`config.mk`:
```
export PLATFORM = sky130hd
export DESIGN_NAME = pll_pwr_cal_ctrl_flat
export DESIGN_NICKNAME = d
export VERILOG_FILES = /design/src/rtl/pll_pwr_cal_ctrl_if.sv /design/src/rtl/pll_pwr_cal_ctrl.sv /design/src/flat_wrapper.sv
export SDC_FILE = /design/constraint.sdc
export NUM_CORES = 1
export LEC_CHECK = 0
export CAP_MARGIN = 30
export CORE_MARGIN = 1
export CORE_UTILIZATION = 60
export DETAILED_ROUTE_END_ITERATION = 8
export HOLD_SLACK_MARGIN = 0.12
export PLACE_DENSITY_LB_ADDON = 0.05
export SLEW_MARGIN = 30
export SYNTH_ARGS = -nofsm -noshare
export SYNTH_HDL_FRONTEND = slang
export SYNTH_SLANG_ARGS = --single-unit
```
`constraint.sdc`:
```
create_clock -name CLK -period 6.2 [get_ports CLK]
set_input_delay 1.24 -clock CLK [delete_from_list [all_inputs] [get_ports CLK]]
set_output_delay 1.24 -clock CLK [all_outputs]
set_load 0.02 [all_outputs]
```
`src/rtl/pll_pwr_cal_ctrl_if.sv`:
```
// Signal bundle between the PLL power/trim controller and its environment
// (SPI configuration on one side, PLL analog enables/trim/feedback on the other).
interface pll_pwr_cal_ctrl_if;
   logic       pll_enable;
   logic       trim_ovr;
   logic [3:0] spi_trim;
   logic       fb_tick;
   logic       pll_bias_ena;
   logic       pll_cp_ena;
   logic       pll_vco_ena;
   logic [3:0] pll_trim;
   logic       busy;
   logic       locked;
   logic       cal_error;

   modport master (
      input  pll_enable,
      input  trim_ovr,
      input  spi_trim,
      input  fb_tick,
      output pll_bias_ena,
      output pll_cp_ena,
      output pll_vco_ena,
      output pll_trim,
      output busy,
      output locked,
      output cal_error
   );

   modport slave (
      output pll_enable,
      output trim_ovr,
      output spi_trim,
      output fb_tick,
      input  pll_bias_ena,
      input  pll_cp_ena,
      input  pll_vco_ena,
      input  pll_trim,
      input  busy,
      input  locked,
      input  cal_error
   );
endinterface

```
`src/rtl/pll_pwr_cal_ctrl.sv`:
```
// PLL power-up sequencer: timed bias/CP/VCO enables, then a 4-bit binary search
// of the VCO trim by counting feedback ticks per reference window, then a verify.
module pll_pwr_cal_ctrl #(
   parameter int BIAS_WAIT = 64,
   parameter int CP_WAIT   = 32,
   parameter int VCO_WAIT  = 256,
   parameter int WINDOW    = 1024,
   parameter int TARGET    = 512,
   parameter int TOL       = 4,
   parameter int CW        = 16
) (
   input logic                CLK,
   input logic                RST,
   pll_pwr_cal_ctrl_if.master pll
);

   typedef enum logic [2:0] {
      S_IDLE,
      S_BIAS,
      S_CP,
      S_VCO,
      S_CAL,
      S_VERIFY,
      S_DONE,
      S_FAIL
   } state_t;

   localparam logic [CW-1:0] BIAS_LAST = CW'(BIAS_WAIT - 1);
   localparam logic [CW-1:0] CP_LAST   = CW'(CP_WAIT - 1);
   localparam logic [CW-1:0] VCO_LAST  = CW'(VCO_WAIT - 1);
   localparam logic [CW-1:0] WIN_LAST  = CW'(WINDOW - 1);
   localparam logic [CW-1:0] TARGET_C  = CW'(TARGET);
   localparam logic [CW-1:0] TARGET_LO = CW'(TARGET - TOL);
   localparam logic [CW-1:0] TARGET_HI = CW'(TARGET + TOL);
   localparam logic [CW-1:0] TICK_MAX  = {CW{1'b1}};
   localparam logic [3:0]    TRIM_MID  = 4'b1000;

   state_t        state_reg, state_next;
   logic [CW-1:0] cnt_reg, cnt_next;
   logic [CW-1:0] tick_reg, tick_next;
   logic [1:0]    bit_reg, bit_next;
   logic          decide_reg, decide_next;
   logic [3:0]    trim_reg, trim_next;
   logic          bias_reg, bias_next;
   logic          cp_reg, cp_next;
   logic          vco_reg, vco_next;
   logic          busy_reg, busy_next;
   logic          locked_reg, locked_next;
   logic          error_reg, error_next;

   logic win_last;
   logic tick_above;
   logic tick_in_tol;

   assign win_last    = (cnt_reg == WIN_LAST);
   assign tick_above  = (tick_reg > TARGET_C);
   assign tick_in_tol = (tick_reg >= TARGET_LO) && (tick_reg <= TARGET_HI);

   always_ff @(posedge CLK or negedge RST) begin
      if (!RST) begin
         state_reg  <= S_IDLE;
         cnt_reg    <= '0;
         tick_reg   <= '0;
         bit_reg    <= 2'd3;
         decide_reg <= 1'b0;
         trim_reg   <= TRIM_MID;
         bias_reg   <= 1'b0;
         cp_reg     <= 1'b0;
         vco_reg    <= 1'b0;
         busy_reg   <= 1'b0;
         locked_reg <= 1'b0;
         error_reg  <= 1'b0;
      end else begin
         state_reg  <= state_next;
         cnt_reg    <= cnt_next;
         tick_reg   <= tick_next;
         bit_reg    <= bit_next;
         decide_reg <= decide_next;
         trim_reg   <= trim_next;
         bias_reg   <= bias_next;
         cp_reg     <= cp_next;
         vco_reg    <= vco_next;
         busy_reg   <= busy_next;
         locked_reg <= locked_next;
         error_reg  <= error_next;
      end
   end

   always_comb begin
      state_next  = state_reg;
      cnt_next    = cnt_reg;
      tick_next   = tick_reg;
      bit_next    = bit_reg;
      decide_next = decide_reg;
      trim_next   = trim_reg;
      bias_next   = bias_reg;
      cp_next     = cp_reg;
      vco_next    = vco_reg;
      busy_next   = 1'b0;
      locked_next = 1'b0;
      error_next  = 1'b0;

      case (state_reg)
         S_IDLE: begin
            if (pll.pll_enable) begin
               state_next = S_BIAS;
               bias_next  = 1'b1;
               cnt_next   = '0;
            end
         end

         S_BIAS: begin
            if (cnt_reg == BIAS_LAST) begin
               state_next = S_CP;
               cp_next    = 1'b1;
               cnt_next   = '0;
            end else begin
               cnt_next = cnt_reg + 1'b1;
            end
         end

         S_CP: begin
            if (cnt_reg == CP_LAST) begin
               state_next = S_VCO;
               vco_next   = 1'b1;
               cnt_next   = '0;
            end else begin
               cnt_next = cnt_reg + 1'b1;
            end
         end

         S_VCO: begin
            if (cnt_reg == VCO_LAST) begin
               cnt_next    = '0;
               tick_next   = '0;
               decide_next = 1'b0;
               // Override choice is latched only here; later changes wait for the next power-up.
               if (pll.trim_ovr) begin
                  trim_next  = pll.spi_trim;
                  state_next = S_DONE;
               end else begin
                  trim_next  = TRIM_MID;
                  bit_next   = 2'd3;
                  state_next = S_CAL;
               end
            end else begin
               cnt_next = cnt_reg + 1'b1;
            end
         end

         S_CAL, S_VERIFY: begin
            if (!decide_reg) begin
               if (pll.fb_tick && (tick_reg != TICK_MAX)) begin
                  tick_next = tick_reg + 1'b1;
               end
               if (win_last) begin
                  cnt_next    = '0;
                  decide_next = 1'b1;
               end else begin
                  cnt_next = cnt_reg + 1'b1;
               end
            end else begin
               // Decision cycle: ticks arriving here belong to no window.
               decide_next = 1'b0;
               tick_next   = '0;
               cnt_next    = '0;
               if (state_reg == S_CAL) begin
                  if (tick_above) begin
                     trim_next[bit_reg] = 1'b0;
                  end
                  if (bit_reg == 2'd0) begin
                     state_next = S_VERIFY;
                  end else begin
                     trim_next[bit_reg - 2'd1] = 1'b1;
                     bit_next = bit_reg - 2'd1;
                  end
               end else begin
                  state_next = tick_in_tol ? S_DONE : S_FAIL;
               end
            end
         end

         S_DONE, S_FAIL: begin
         end

         default: begin
            state_next = S_IDLE;
         end
      endcase

      // Power-down wins over everything: all enables drop together.
      if ((state_reg != S_IDLE) && !pll.pll_enable) begin
         state_next  = S_IDLE;
         cnt_next    = '0;
         tick_next   = '0;
         bit_next    = 2'd3;
         decide_next = 1'b0;
         trim_next   = TRIM_MID;
         bias_next   = 1'b0;
         cp_next     = 1'b0;
         vco_next    = 1'b0;
      end

      busy_next   = !(state_next inside {S_IDLE, S_DONE, S_FAIL});
      locked_next = (state_next == S_DONE);
      error_next  = (state_next == S_FAIL);
   end

   assign pll.pll_bias_ena = bias_reg;
   assign pll.pll_cp_ena   = cp_reg;
   assign pll.pll_vco_ena  = vco_reg;
   assign pll.pll_trim     = trim_reg;
   assign pll.busy         = busy_reg;
   assign pll.locked       = locked_reg;
   assign pll.cal_error    = error_reg;

endmodule

```
`src/flat_wrapper.sv`:
```
// flat-port wrapper written by rule: the top's interface ports become plain ports
module pll_pwr_cal_ctrl_flat 
#(
   parameter int BIAS_WAIT = 64,
   parameter int CP_WAIT   = 32,
   parameter int VCO_WAIT  = 256,
   parameter int WINDOW    = 1024,
   parameter int TARGET    = 512,
   parameter int TOL       = 4,
   parameter int CW        = 16
)
  (CLK, RST, pll_pll_enable, pll_trim_ovr, pll_spi_trim, pll_fb_tick, pll_pll_bias_ena, pll_pll_cp_ena, pll_pll_vco_ena, pll_pll_trim, pll_busy, pll_locked, pll_cal_error);
  pll_pwr_cal_ctrl_if pll_i ();
  input logic CLK;
  input logic RST;
  input wire logic [$bits(pll_i.pll_enable)-1:0] pll_pll_enable;
  input wire logic [$bits(pll_i.trim_ovr)-1:0] pll_trim_ovr;
  input wire logic [$bits(pll_i.spi_trim)-1:0] pll_spi_trim;
  input wire logic [$bits(pll_i.fb_tick)-1:0] pll_fb_tick;
  output wire logic [$bits(pll_i.pll_bias_ena)-1:0] pll_pll_bias_ena;
  output wire logic [$bits(pll_i.pll_cp_ena)-1:0] pll_pll_cp_ena;
  output wire logic [$bits(pll_i.pll_vco_ena)-1:0] pll_pll_vco_ena;
  output wire logic [$bits(pll_i.pll_trim)-1:0] pll_pll_trim;
  output wire logic [$bits(pll_i.busy)-1:0] pll_busy;
  output wire logic [$bits(pll_i.locked)-1:0] pll_locked;
  output wire logic [$bits(pll_i.cal_error)-1:0] pll_cal_error;
  assign pll_i.pll_enable = pll_pll_enable;
  assign pll_i.trim_ovr = pll_trim_ovr;
  assign pll_i.spi_trim = pll_spi_trim;
  assign pll_i.fb_tick = pll_fb_tick;
  assign pll_pll_bias_ena = pll_i.pll_bias_ena;
  assign pll_pll_cp_ena = pll_i.pll_cp_ena;
  assign pll_pll_vco_ena = pll_i.pll_vco_ena;
  assign pll_pll_trim = pll_i.pll_trim;
  assign pll_busy = pll_i.busy;
  assign pll_locked = pll_i.locked;
  assign pll_cal_error = pll_i.cal_error;
  pll_pwr_cal_ctrl #(.BIAS_WAIT(BIAS_WAIT), .CP_WAIT(CP_WAIT), .VCO_WAIT(VCO_WAIT), .WINDOW(WINDOW), .TARGET(TARGET), .TOL(TOL), .CW(CW)) u_core (.CLK(CLK), .RST(RST), .pll(pll_i));
endmodule
```
==> results of run 1 <==
-- cells by family (layout without fill, tap and decap cells) --
kind of cell | after synthesis | after routing | share of synthesized area [%]
buffers and inverters | 32 | 44 | 4.323
xor gates and xnor gates | 18 | 18 | 5.341
DFF | 48 | 48 | 40.82
and+or+nand+nor | 164 | 164 | 28.74
AOI/OAI and AO/OA | 68 | 68 | 16.53
adders and majority gates | 10 | 10 | 4.239
-- worst max-delay path by stage --
| stage | startpoint | endpoint | slack, ns | cells after the start |
|---|---|---|---|---|
| floorplan | pll_pll_enable | u_core.cnt_reg[3]$_DFFE_PN0P_ | 3.52 | 6 |
| global placement | pll_pll_enable | u_core.tick_reg[8]$_DFFE_PN0P_ | 2.53 | 8 |
| detailed placement | pll_pll_enable | u_core.cnt_reg[14]$_DFFE_PN0P_ | 2.41 | 7 |
| CTS | pll_pll_enable | u_core.cnt_reg[3]$_DFFE_PN0P_ | 2.73 | 7 |
| global route | pll_pll_enable | u_core.cnt_reg[3]$_DFFE_PN0P_ | 2.50 | 7 |
| finish | pll_pll_enable | u_core.cnt_reg[3]$_DFFE_PN0P_ | 2.73 | 7 |
-- worst max-delay path, delay by kind of cell --
kind,cells,cell delay [ns]
AO/OA/AOI/OAI,2,0.36
AND/OR/NAND/NOR,2,1.05
buffers and inverters,2,0.58
adder cells (fa/ha/maj),1,0.44
-- cells in the final DEF (no fill, tap or decap), types with 14 or more instances in the layout --
cell and count:
dfrtp_1 45, nor2_1 40, nand2_1 26, nand3_1 20, nor3_1 19, inv_1 18, clkdlybuf4s50_1 17, nand4_1 14
a21oi_1 14, xor2_1 14
-- final cells by class --
cell class | instances | area [µm²] | area share [%]
Inverter | 18 | 67.56 | 2.079
Multi-Input combinational cell | 260 | 1628 | 50.10
Sequential cell | 48 | 1205 | 37.08
Clock inverter | 3 | 18.77 | 0.5776
Clock buffer | 5 | 68.82 | 2.118
Tap cell | 67 | 83.83 | 2.580
Timing Repair Buffer | 18 | 177.7 | 5.468
-- metal layers --
metal | vias to the layer above | wire length, µm | track usage, %
li1 | 1237 | - | -
met1 | 1184 | 2989 | 38.57
met2 | 70 | 2903 | 42.06
met3 | 8 | 271 | 4.306
met4 | 0 | 81 | 9.150
met5 | - | 0 | 0
-- power groups by stage --
stage	sequential, mW	clock, mW	combinational (mW)
after floorplan	0.390	0	0.173
after global placement	0.368	0	0.273
after detailed placement	0.368	0	0.277
after CTS	0.362	0.191	0.279
after global routing	0.365	0.201	0.309
final	0.362	0.186	0.280
-- stage by stage --
stage / util [%] / cell area (µm²) / setup slack, ns / std cells / total power, mW
after floorplan: - / 2952 / 3.520 / 340 / 0.5630
after global placement: 66.70 / 3151 / 2.526 / 411 / 0.6408
after detailed placement: 66.76 / 3153 / 2.409 / 411 / 0.6457
after CTS: 68.61 / 3241 / 2.730 / 419 / 0.8319
after global routing: 68.79 / 3249 / 2.498 / 419 / 0.8757
final: 68.79 / 3249 / 2.734 / 419 / 0.8282
==> impl_metrics.py, run 1 <==
metrics = {
    "run_status": {
        "status": "finished clean",
    },
    "die": {
        "die_area_um2": 5203,
        "core_um2": 4723,
        "die_y_um": 72.14,
        "rows": 25,
        "ios": 19,
        "start_util_pct": 62.49,
        "fp.dieW_um": 72.14,
    },
    "route": {
        "finalWirelength_um": 6246,
        "num_vias": 2499,
        "first_pass_iters": 5,
        "drtIter0Drc": 230,
        "ant_nets": 0,
        "wl_per_cell_um": 14.91,
        "via_per_inst": 5.964,
        "drc": 0,
    },
    "clocking": {
        "cts_buffer_depth": 2,
        "cts_tree": "built",
        "post_cts_buffers": 0,
        "cts_max_level": 2,
        "holdBufCountCts": 0,
        "insertion_delay_ns": 0.31,
        "cts_sinks": 48,
        "post_cts_resized": 0,
        "cts_inserted_buffers": 5,
        "path_clk_slew_ns": 0.09,
        "cts_root_buf": "clkbuf_8",
    },
    "synth": {
        "synth_area_leaders": "dfrtp_1, nor2_1, ha_1",
        "synth_warnings": 0,
        "ys_ff_latch": 48,
        "syn-num-nets": 359,
        "yosysMostFrequentCell": "dfrtp_1",
        "synth_ff_type": "dfrtp_1",
        "synth-edff-count": 0,
        "netlist_area_um2": 2952,
        "yosysTopAreaCellShare_pct": 38.15,
        "synthTopCellsByCount": "dfrtp_1, nor2_1, nand2_1",
        "synth_top_cell_by_area": "dfrtp_1",
        "avgSynthCellArea_um2": 8.681,
        "synth-async-reset-ratio_pct": 100.0,
        "ys_types": 55,
        "netlist_instances": 340,
        "yosysSeqAreaShare_pct": 40.82,
    },
    "critical_path": {
        "r2r_cells": 7,
        "crit_required_ns": 6.42,
        "cp.arrival_ns": 3.69,
        "ff2ff_setup_slack_ns": 3.06,
        "path_class": "input pin to flop",
        "critPathSlowestCell": "nor4_1",
        "r2r_start": "u_core.state_reg[1]$_DFF_PN0_",
        "crit_path_end_kind": "flop",
        "cp_max_fo": 23,
        "startpoint_type": "input pin",
        "cpPeakStageDelay_ns": 0.64,
        "r2r_end": "u_core.cnt_reg[3]$_DFFE_PN0P_",
        "cp_cell_sequence": "clkdlybuf4s50_1, inv_1, ha_1, nor4_1, o31ai_4, or3_1, o211ai_1",
    },
    "sta": {
        "setup_viol": 0,
        "layout_min_cycle_time_ns": 3.466,
        "rsz0062_at_grt": "no",
        "worstMarginPinSlew_ns": 0.9171,
        "tns_ns": 0,
        "holdWs_ns": 0.4858,
        "slew_violations": 0,
        "fin_skew_ns": 0.009092,
        "max-slew-margin-rel_pct": 38.49,
        "fmax_mhz": 288.5,
        "fin_crit_sh_pct": 55.90,
        "hold_viol": 0,
    },
    "place": {
        "gp_congestion": 0.8545,
        "dp_hpwl_um": 4502,
        "port_buffers": 18,
    },
    "power_and_ir_drop": {
        "leakage_nw": 1.392,
        "seqPwrFrac_pct": 43.7,
        "p_int_mw": 0.5285,
        "comb_power_share_pct": 33.8,
        "pwr-share-clk_pct": 22.4,
        "p_per_area_nw_per_um2": 254.9,
        "sw_frac_of_total_pct": 36.18,
        "ir_drop_mv": 0.1922,
        "switchingPower_mw": 0.2997,
    },
    "layout": {
        "n_antenna_cell": 0,
        "drive_gt1_share_pct": 5.398,
        "fin_nets": 370,
        "syn2layout_area_growth_pct": 10.09,
        "fillers": 399,
    },
    "worst_hold_path": {
        "hp-start": "u_core.pll.pll_trim[3]$_DFFE_PN1P_",
        "hold_path_class": "flop to flop",
        "worstHoldPathCells": 2,
        "min_delay_worst_endpoint": "u_core.pll.pll_trim[3]$_DFFE_PN1P_",
    },
    "global_route": {
        "grt_first_pass_wirelength_um": 11120,
        "grt.total_usage_pct": 27.06,
        "antenna_found_initial": 0,
        "grt_pass1_vias": 2365,
        "grt_max_degree": 49,
        "gr-total-overflow": 0,
    },
    "run": {
        "maxCapViolCount": 0,
    },
}
Note: power is estimated with default switching activity, not from simulation.
==> run 2, diff against run 1 <==
--- a/config.mk
+++ b/config.mk
@@ -7,7 +7,7 @@
 export LEC_CHECK = 0
 export CAP_MARGIN = 30
 export CORE_MARGIN = 1
-export CORE_UTILIZATION = 60
+export CORE_UTILIZATION = 59
 export DETAILED_ROUTE_END_ITERATION = 8
 export HOLD_SLACK_MARGIN = 0.12
 export PLACE_DENSITY_LB_ADDON = 0.05
==> constraint.sdc (replaced) <==
create_clock -name CLK -period 3.3 [get_ports CLK]
set_input_delay 0.66 -clock CLK [delete_from_list [all_inputs] [get_ports CLK]]
set_output_delay 0.66 -clock CLK [all_outputs]
set_load 0.02 [all_outputs]
==> run 2 against run 1 <==
Clock power grew 110%. Utilization grew 0.42 points. Count of clock-buffer cells in the layout grew 3. Clock skew grew 0.0062 ns. Flip-flop and latch count is the same. Final cell count grew 1.2%. Critical path depth shrank 1. Total power grew 94%.
==> impl_metrics.py, run 2 (synthesis gave the netlist of run 1 again) <==
metrics = {
    "clocking": {
        "cts_buffer_depth": 2,
        "insertion_delay_ns": 0.30,
        "path_clk_slew_ns": 0.09,
        "post_cts_buffers": 0,
        "holdBufCountCts": 0,
        "cts_sinks": 48,
        "post_cts_resized": 0,
        "cts_max_level": 2,
        "cts_root_buf": "clkbuf_8",
        "cts_inserted_buffers": 5,
        "cts_tree": "built",
    },
    "layout": {
        "fillers": 391,
        "fin_nets": 375,
        "syn2layout_area_growth_pct": 11.49,
        "final_cell_mix": "dfrtp_1, nor2_1, nand2_1",
        "drive_gt1_share_pct": 6.443,
        "n_antenna_cell": 0,
        "final_common_cell": "dfrtp_1",
        "final_core_util_pct": 69.21,
    },
    "power_and_ir_drop": {
        "sw_frac_of_total_pct": 34.67,
        "power.total_mw": 1.610,
        "ir_drop_mv": 0.3533,
        "seqPwrFrac_pct": 42.3,
        "switchingPower_mw": 0.5582,
        "p_int_mw": 1.052,
        "comb_power_share_pct": 33.9,
        "leakage_nw": 1.420,
        "pwr-share-clk_pct": 23.8,
        "p_per_area_nw_per_um2": 489.3,
    },
    "route": {
        "via_per_inst": 5.828,
        "drc": 0,
        "num_vias": 2471,
        "first_pass_iters": 4,
        "ant_nets": 0,
        "finalWirelength_um": 6308,
        "drtIter0Drc": 95,
        "wl_per_cell_um": 14.88,
    },
    "sta": {
        "slew_violations": 0,
        "rsz0062_at_grt": "no",
        "hold_viol": 0,
        "worstMarginPinSlew_ns": 0.9679,
        "setup_viol": 0,
        "fin_crit_sh_pct": 88.05,
        "max-slew-margin-rel_pct": 35.08,
        "tns_ns": 0,
        "fmax_mhz": 344.2,
        "layout_min_cycle_time_ns": 2.905,
        "fin_skew_ns": 0.01532,
    },
    "die": {
        "die_area_um2": 5290,
        "ios": 19,
        "start_util_pct": 62.08,
        "core_um2": 4755,
        "fp.dieW_um": 72.73,
        "rows": 25,
        "die_y_um": 72.73,
    },
    "critical_path": {
        "crit_path_end_kind": "flop",
        "cp.arrival_ns": 3.14,
        "path_class": "flop to flop",
        "cp_max_fo": 15,
        "crit_required_ns": 3.53,
        "startpoint_type": "flop",
    },
    "global_route": {
        "grt_pass1_vias": 2403,
        "grt_first_pass_wirelength_um": 10960,
        "grt.total_usage_pct": 26.52,
        "antenna_found_initial": 0,
        "grt_max_degree": 49,
        "gr-total-overflow": 0,
    },
    "worst_hold_path": {
        "hold_path_class": "input pin to async pin",
    },
    "run_status": {
        "status": "finished clean",
    },
    "place": {
        "dp_hpwl_um": 4539,
        "gp_congestion": 0.8582,
        "port_buffers": 18,
    },
    "run": {
        "maxCapViolCount": 0,
    },
}
[run 2: cell type report]
type	instances	area [µm²]	share of cell area, %
multi-input cells	260	1619	49.20
well taps	67	83.83	2.548
inverters	18	67.56	2.053
flip-flops and latches	48	1205	36.62
clock buffers	8	100.1	3.042
repair buffers	23	215.2	6.540
[run 2: critical path: stages, from the launching register on]
cell and delay, ns:
dfrtp_1 0.43, or4_4 0.57, nand2b_4 0.18, o31ai_2 0.83
nand2_1 0.24, or4_1 0.51, o21ai_1 0.09
[run 2: path summary, 6_finish.rpt]
check	slack [ns]	cells past startpoint	end	start
min in group CLK	0.49	2	u_core.pll.pll_trim[3]$_DFFE_PN1P_	u_core.pll.pll_trim[3]$_DFFE_PN1P_
setup reg to reg	0.39	6	u_core.tick_reg[8]$_DFFE_PN0P_	u_core.cnt_reg[11]$_DFFE_PN0P_
max in group asynchronous	2.50	1	u_core.cnt_reg[10]$_DFFE_PN0P_	RST
hold reg to reg	0.49	2	u_core.pll.pll_trim[3]$_DFFE_PN1P_	u_core.pll.pll_trim[3]$_DFFE_PN1P_
hold / removal	0.35	1	u_core.tick_reg[12]$_DFFE_PN0P_	RST
setup / recovery	0.39	6	u_core.tick_reg[8]$_DFFE_PN0P_	u_core.cnt_reg[11]$_DFFE_PN0P_
[run 2: power by group through the flow]
stage               combinational, mW  sequential, mW  clock (mW)
finish                          0.547           0.681       0.382
global route                    0.608           0.687       0.409
CTS                             0.551           0.681       0.389
detailed placement              0.549           0.694           0
global placement                0.537           0.689           0
floorplan                       0.326           0.732           0
[run 2: per-layer routing]
layer | routed length [µm] | GRT usage [%]
met1 | 2957 | 35.10
met2 | 3076 | 44.65
met3 | 176 | 4.834
met4 | 97 | 7.625
met5 | 0 | 0
[run 2: through the flow]
stage / std cells / setup WS [ns] / instance area [µm²] / hold WS, ns
floorplan: 340 / 0.8361 / 2952 / 0.3644
global placement: 416 / 0.4115 / 3188 / 0.4702
detailed placement: 416 / 0.3529 / 3191 / 0.4756
CTS: 424 / 0.3884 / 3291 / 0.3816
global route: 424 / 0.2658 / 3291 / 0.4074
finish: 424 / 0.3945 / 3291 / 0.3462
